## src/rtl/multiplier_sequential_pkg.sv

```systemverilog
// Shared definitions for the sequential arithmetic units (multiplier and divider).
// Holds the handshake state encoding and the SIGNED parameter string constants.
package multiplier_sequential_pkg;

  typedef enum logic [1:0] {
    IDLE   = 2'd0,
    BUSY   = 2'd1,
    FINISH = 2'd2,
    DONE   = 2'd3
  } seq_state_e;

  localparam string SIGNED_TRUE  = "True";
  localparam string SIGNED_FALSE = "False";

endpackage

```

## src/rtl/multiplier_sequential_twos_complement_abs.sv

```systemverilog
// Two's-complement magnitude/sign extraction with a forced-negate input so the
// same negation path can be reused to apply a sign to an unsigned result.
module twos_complement_abs #(
  parameter int unsigned WIDTH = 8
) (
  input  logic [WIDTH-1:0] data_i,
  input  logic             signed_i,
  input  logic             negate_i,
  output logic [WIDTH-1:0] mag_o,
  output logic             sign_o
);

  assign sign_o = signed_i & data_i[WIDTH-1];
  // Most-negative input maps to 2^(WIDTH-1), which still fits as an unsigned magnitude.
  assign mag_o  = (sign_o | negate_i) ? ('0 - data_i) : data_i;

endmodule

```

## src/rtl/multiplier_sequential.sv

```systemverilog
// Radix-2 shift-add multiplier: one multiplier bit per cycle, full double-width
// product, start/ready_o/valid/ready_i handshake shared with the divider.
module multiplier_sequential
  import multiplier_sequential_pkg::*;
#(
  parameter int unsigned MUL_SIZE = 8,
  parameter string       SIGNED   = SIGNED_FALSE
) (
  input  logic                  clock,
  input  logic                  reset,
  input  logic                  start,
  input  logic                  ready_i,
  input  logic [MUL_SIZE-1:0]   multiplicand,
  input  logic [MUL_SIZE-1:0]   multiplier,
  output logic [2*MUL_SIZE-1:0] product,
  output logic                  valid,
  output logic                  ready_o
);

  localparam bit          IS_SIGNED = (SIGNED == SIGNED_TRUE);
  localparam int unsigned PW        = 2 * MUL_SIZE;
  localparam int unsigned CW        = $clog2(MUL_SIZE + 1);

  seq_state_e          state_q, state_d;
  logic [PW:0]         acc_q, acc_d;
  logic [MUL_SIZE-1:0] mcand_q, mcand_d;
  logic [MUL_SIZE-1:0] mplier_q, mplier_d;
  logic [CW-1:0]       count_q, count_d;
  logic                sign_q, sign_d;
  logic [PW-1:0]       product_q, product_d;
  logic                valid_q, valid_d;

  logic [MUL_SIZE-1:0] mag_a, mag_b, addend;
  logic                sign_a, sign_b;
  logic [MUL_SIZE:0]   partial_sum;
  logic [PW-1:0]       fin_value;
  logic                fin_sign_unused;

  twos_complement_abs #(.WIDTH(MUL_SIZE)) u_abs_a (
    .data_i   (multiplicand),
    .signed_i (IS_SIGNED),
    .negate_i (1'b0),
    .mag_o    (mag_a),
    .sign_o   (sign_a)
  );

  twos_complement_abs #(.WIDTH(MUL_SIZE)) u_abs_b (
    .data_i   (multiplier),
    .signed_i (IS_SIGNED),
    .negate_i (1'b0),
    .mag_o    (mag_b),
    .sign_o   (sign_b)
  );

  // Unsigned view of the accumulator, negated when the operand signs differ.
  twos_complement_abs #(.WIDTH(PW)) u_neg_prod (
    .data_i   (acc_q[PW-1:0]),
    .signed_i (1'b0),
    .negate_i (sign_q),
    .mag_o    (fin_value),
    .sign_o   (fin_sign_unused)
  );

  always_comb begin
    addend      = mplier_q[0] ? mcand_q : '0;
    partial_sum = acc_q[PW:MUL_SIZE] + {1'b0, addend};
  end

  always_comb begin
    state_d   = state_q;
    acc_d     = acc_q;
    mcand_d   = mcand_q;
    mplier_d  = mplier_q;
    count_d   = count_q;
    sign_d    = sign_q;
    product_d = product_q;
    valid_d   = valid_q;

    unique case (state_q)
      IDLE: begin
        if (start) begin
          mcand_d  = mag_a;
          mplier_d = mag_b;
          sign_d   = sign_a ^ sign_b;
          acc_d    = '0;
          count_d  = CW'(MUL_SIZE);
          state_d  = BUSY;
        end
      end
      BUSY: begin
        acc_d    = {partial_sum, acc_q[MUL_SIZE-1:0]} >> 1;
        mplier_d = mplier_q >> 1;
        count_d  = count_q - CW'(1);
        if (count_q == CW'(1)) begin
          state_d = FINISH;
        end
      end
      FINISH: begin
        product_d = fin_value;
        valid_d   = 1'b1;
        state_d   = DONE;
      end
      DONE: begin
        if (ready_i) begin
          valid_d = 1'b0;
          state_d = IDLE;
        end
      end
      default: state_d = IDLE;
    endcase
  end

  always_ff @(posedge clock or negedge reset) begin
    if (!reset) begin
      state_q   <= IDLE;
      acc_q     <= '0;
      mcand_q   <= '0;
      mplier_q  <= '0;
      count_q   <= '0;
      sign_q    <= 1'b0;
      product_q <= '0;
      valid_q   <= 1'b0;
    end else begin
      state_q   <= state_d;
      acc_q     <= acc_d;
      mcand_q   <= mcand_d;
      mplier_q  <= mplier_d;
      count_q   <= count_d;
      sign_q    <= sign_d;
      product_q <= product_d;
      valid_q   <= valid_d;
    end
  end

  assign product = product_q;
  assign valid   = valid_q;
  assign ready_o = (state_q == IDLE);

endmodule

```

## config.mk

```make
export PLATFORM = sky130hd
export DESIGN_NAME = multiplier_sequential
export DESIGN_NICKNAME = d
export VERILOG_FILES = /design/src/rtl/multiplier_sequential_pkg.sv /design/src/rtl/multiplier_sequential_twos_complement_abs.sv /design/src/rtl/multiplier_sequential.sv
export SDC_FILE = /design/constraint.sdc
export NUM_CORES = 1
export LEC_CHECK = 0
export BUFFER_PORTS_ARGS = -buffer_cell sky130_fd_sc_hd__buf_4
export CORE_UTILIZATION = 63
export DETAILED_ROUTE_END_ITERATION = 12
export HOLD_SLACK_MARGIN = 0.15
export PLACE_DENSITY_LB_ADDON = 0.25
export SLEW_MARGIN = 25
export SYNTH_ARGS = -nofsm -noshare
export SYNTH_HDL_FRONTEND = slang
export SYNTH_HIERARCHICAL = 1
export SYNTH_SLANG_ARGS = --single-unit
```

## constraint.sdc

```tcl
create_clock -name clock -period 3.33 [get_ports clock]
set_input_delay 0.8325 -clock clock [delete_from_list [all_inputs] [get_ports clock]]
set_output_delay 0.8325 -clock clock [all_outputs]
set_load 0.1 [all_outputs]
```

==> results.yml <==
status:
  status: "completed"
clock_network:
  cts_buffers: 5
  h-tree-depth: 2
  cts_tree: "built"
  cts-root-buf: "clkbuf_8"
  hold_buffers: 0
  clk_pin_slew_ns: 0.09
  cts_setup_buffers: 0
  clock_sinks: 56
  cts_resized: 0
  ctsLongestPathBuffers: 2
  worst_skew_pair.late_latency_ns: 0.30
sta:
  drv_slew: 0
  whs_ns: 0.504
  fin_skew_ns: 0.00800
  worstMarginPinSlew_ns: 0.770
  finalSetupTns_ns: 0
  final.min_clock_period_ns: 2.59
  max_freq_mhz: 386
  fin_crit_sh_pct: 77.7
  slew_headroom_pct: 48.7
  setup_viol: 0
  hold_viol: 0
  rsz0062_at_grt: "false"
grt:
  grt_overflow: 0
  grtUsageTotal_pct: 24.2
  grt_pass1_vias: 2315
  busiest_layer: "met2"
  grtUsageMet3_pct: 4.89
  grt_use_met1_pct: 28.9
  use_met2_pct: 43.2
  grt_max_degree: 57
  antenna_found_initial: 0
  grt_first_pass_wirelength_um: 10300
detailed_routing:
  vias: 2487
  drc: 0
  drtAntennaViolNets: 0
  wl_per_cell_um: 14.4
  vias_per_cell: 5.74
  drt_iter0_markers: 118
  routed_wl_um: 6220
  drtPass1Iterations: 4
cells_and_area:
  drive_gt1_share_pct: 24.2
  seqCellArea_um2: 1400
  nets: 403
  multi_input_area_um2: 1850
  antenna_cells: 0
  areaGrowthSynthToFinish_pct: 11.6
  layout_commonest_cell: "dfrtp_1"
  final_cell_mix: "56 x dfrtp_1, 39 x buf_4, 26 x mux2_2, 21 x inv_1, 19 x xnor2_1"
  fillers: 403
  final_area_um2: 3780
die:
  die_h_um: 75.3
  dieArea_um2: 5670
  num_io_pins: 38
  die_x_um: 75.3
  fp-row-count: 26
  initial_core_util_pct: 65.9
  core_area_um2: 5140
placement:
  gp_congestion: 0.870
  numPortBuffers: 37
  place_area_um2: 3710
  place_hpwl_um: 4650
yosys:
  async_reset_ff_share_pct: 100
  ys_dominant_reg_cell: "dfrtp_1"
  yosys_warnings: 6
  avgSynthCellArea_um2: 10.4
  ys_seq_area_share_pct: 41.4
  ys_types: 55
  synthCells: 327
  synth_area_um2: 3390
  ys_ff_latch: 56
  synth-edff-count: 0
setup_path:
  critPathMaxFanout: 16
  path_class: "flop to output port"
  endpoint_kind: "output port"
  cp-start-kind: "flop"
  cp_data_arrival_time_ns: 1.76
  cp.required_ns: 2.50
job:
  maxCapViolCount: 0
worst_hold_path:
  hold_class: "flop to flop"
## flip-flops by register name (all words and copies together), names as in the netlist
name and flops:
sign_q 1, state_q 2, count_q 4, product 16
mplier_q 8, mcand_q 8, acc_q 16, valid 1
## critical path, stage by stage, from the launching register on
cell and delay, ns:
dfrtp_1 0.42, inv_1 0.11, ha_1 0.52, buf_4 0.39
## stage by stage
step	std cells	setup slack [ns]	utilization [%]
2_1_floorplan	333	0.910	-
3_3_place_gp	428	1.17	72.2
3_5_place_dp	428	1.11	72.2
4_1_cts	433	0.756	73.5
5_1_grt	433	0.678	73.5
6_report	433	0.742	73.5
## layout make-up
class / instances / area share (%)
repair buffers: 39 / 7.75
clock buffers: 5 / 1.82
flip-flops and latches: 56 / 37.1
multi-input cells: 242 / 49.0
well taps: 70 / 2.32
inverters: 21 / 2.09
## final timing paths
check | start | end | slack, ns | cells after the start
setup / recovery | state_q[0]$_DFFE_PN0P_ | ready_o | 0.74 | 3
hold / removal | mcand_q[6]$_DFFE_PN0P_ | mcand_q[6]$_DFFE_PN0P_ | 0.50 | 1
setup reg to reg | state_q[0]$_DFFE_PN0P_ | acc_q[12]$_DFFE_PN0P_ | 1.15 | 6
hold reg to reg | mcand_q[6]$_DFFE_PN0P_ | mcand_q[6]$_DFFE_PN0P_ | 0.50 | 1
max in group asynchronous | reset | mcand_q[0]$_DFFE_PN0P_ | 2.31 | 1
min in group asynchronous | reset | product[6]$_DFFE_PN0P_ | 0.56 | 1
## logic make-up (layout without fill, tap and decap cells)
group	count (synthesis)	after routing	share of synthesized area (%)
AO/OA/AOI/OAI	82	82	17.1
XOR/XNOR	30	30	7.76
adder cells (fa/ha/maj)	18	18	6.87
buffers and inverters	35	65	4.62
flip-flops	56	56	41.4
multiplexers	30	30	9.87
other	1	7	0.111
AND/OR/NAND/NOR	75	75	12.3
## Yosys cell counts, drive strengths merged, types with 3 or more instances
library cell	n	area, um2
clkbuf	5	18.8
nor2b	3	18.8
o21ai	16	80.1
inv	21	78.8
mux2i	3	30.0
a31oi	9	81.3
nor3	6	50.1
nand3	6	30.0
nand2	16	67.6
nor2	17	63.8
and2	11	71.3
nand2b	4	25.0
o22ai	11	68.8
xnor2	19	166
ha	17	213
o31ai	3	22.5
a21oi	20	123
buf	9	58.8
a22o	10	87.6
mux2	27	304
xor2	11	96.3
dfrtp	56	1400
## per-layer routing
metal	wire, um	vias up
met2	3210	72
met5	0	-
met3	308	6
li1	-	1229
met1	2620	1180
met4	83	0
Power is not shown: default switching activity piles up to over one toggle a cycle in this logic, so the estimate is an artifact.
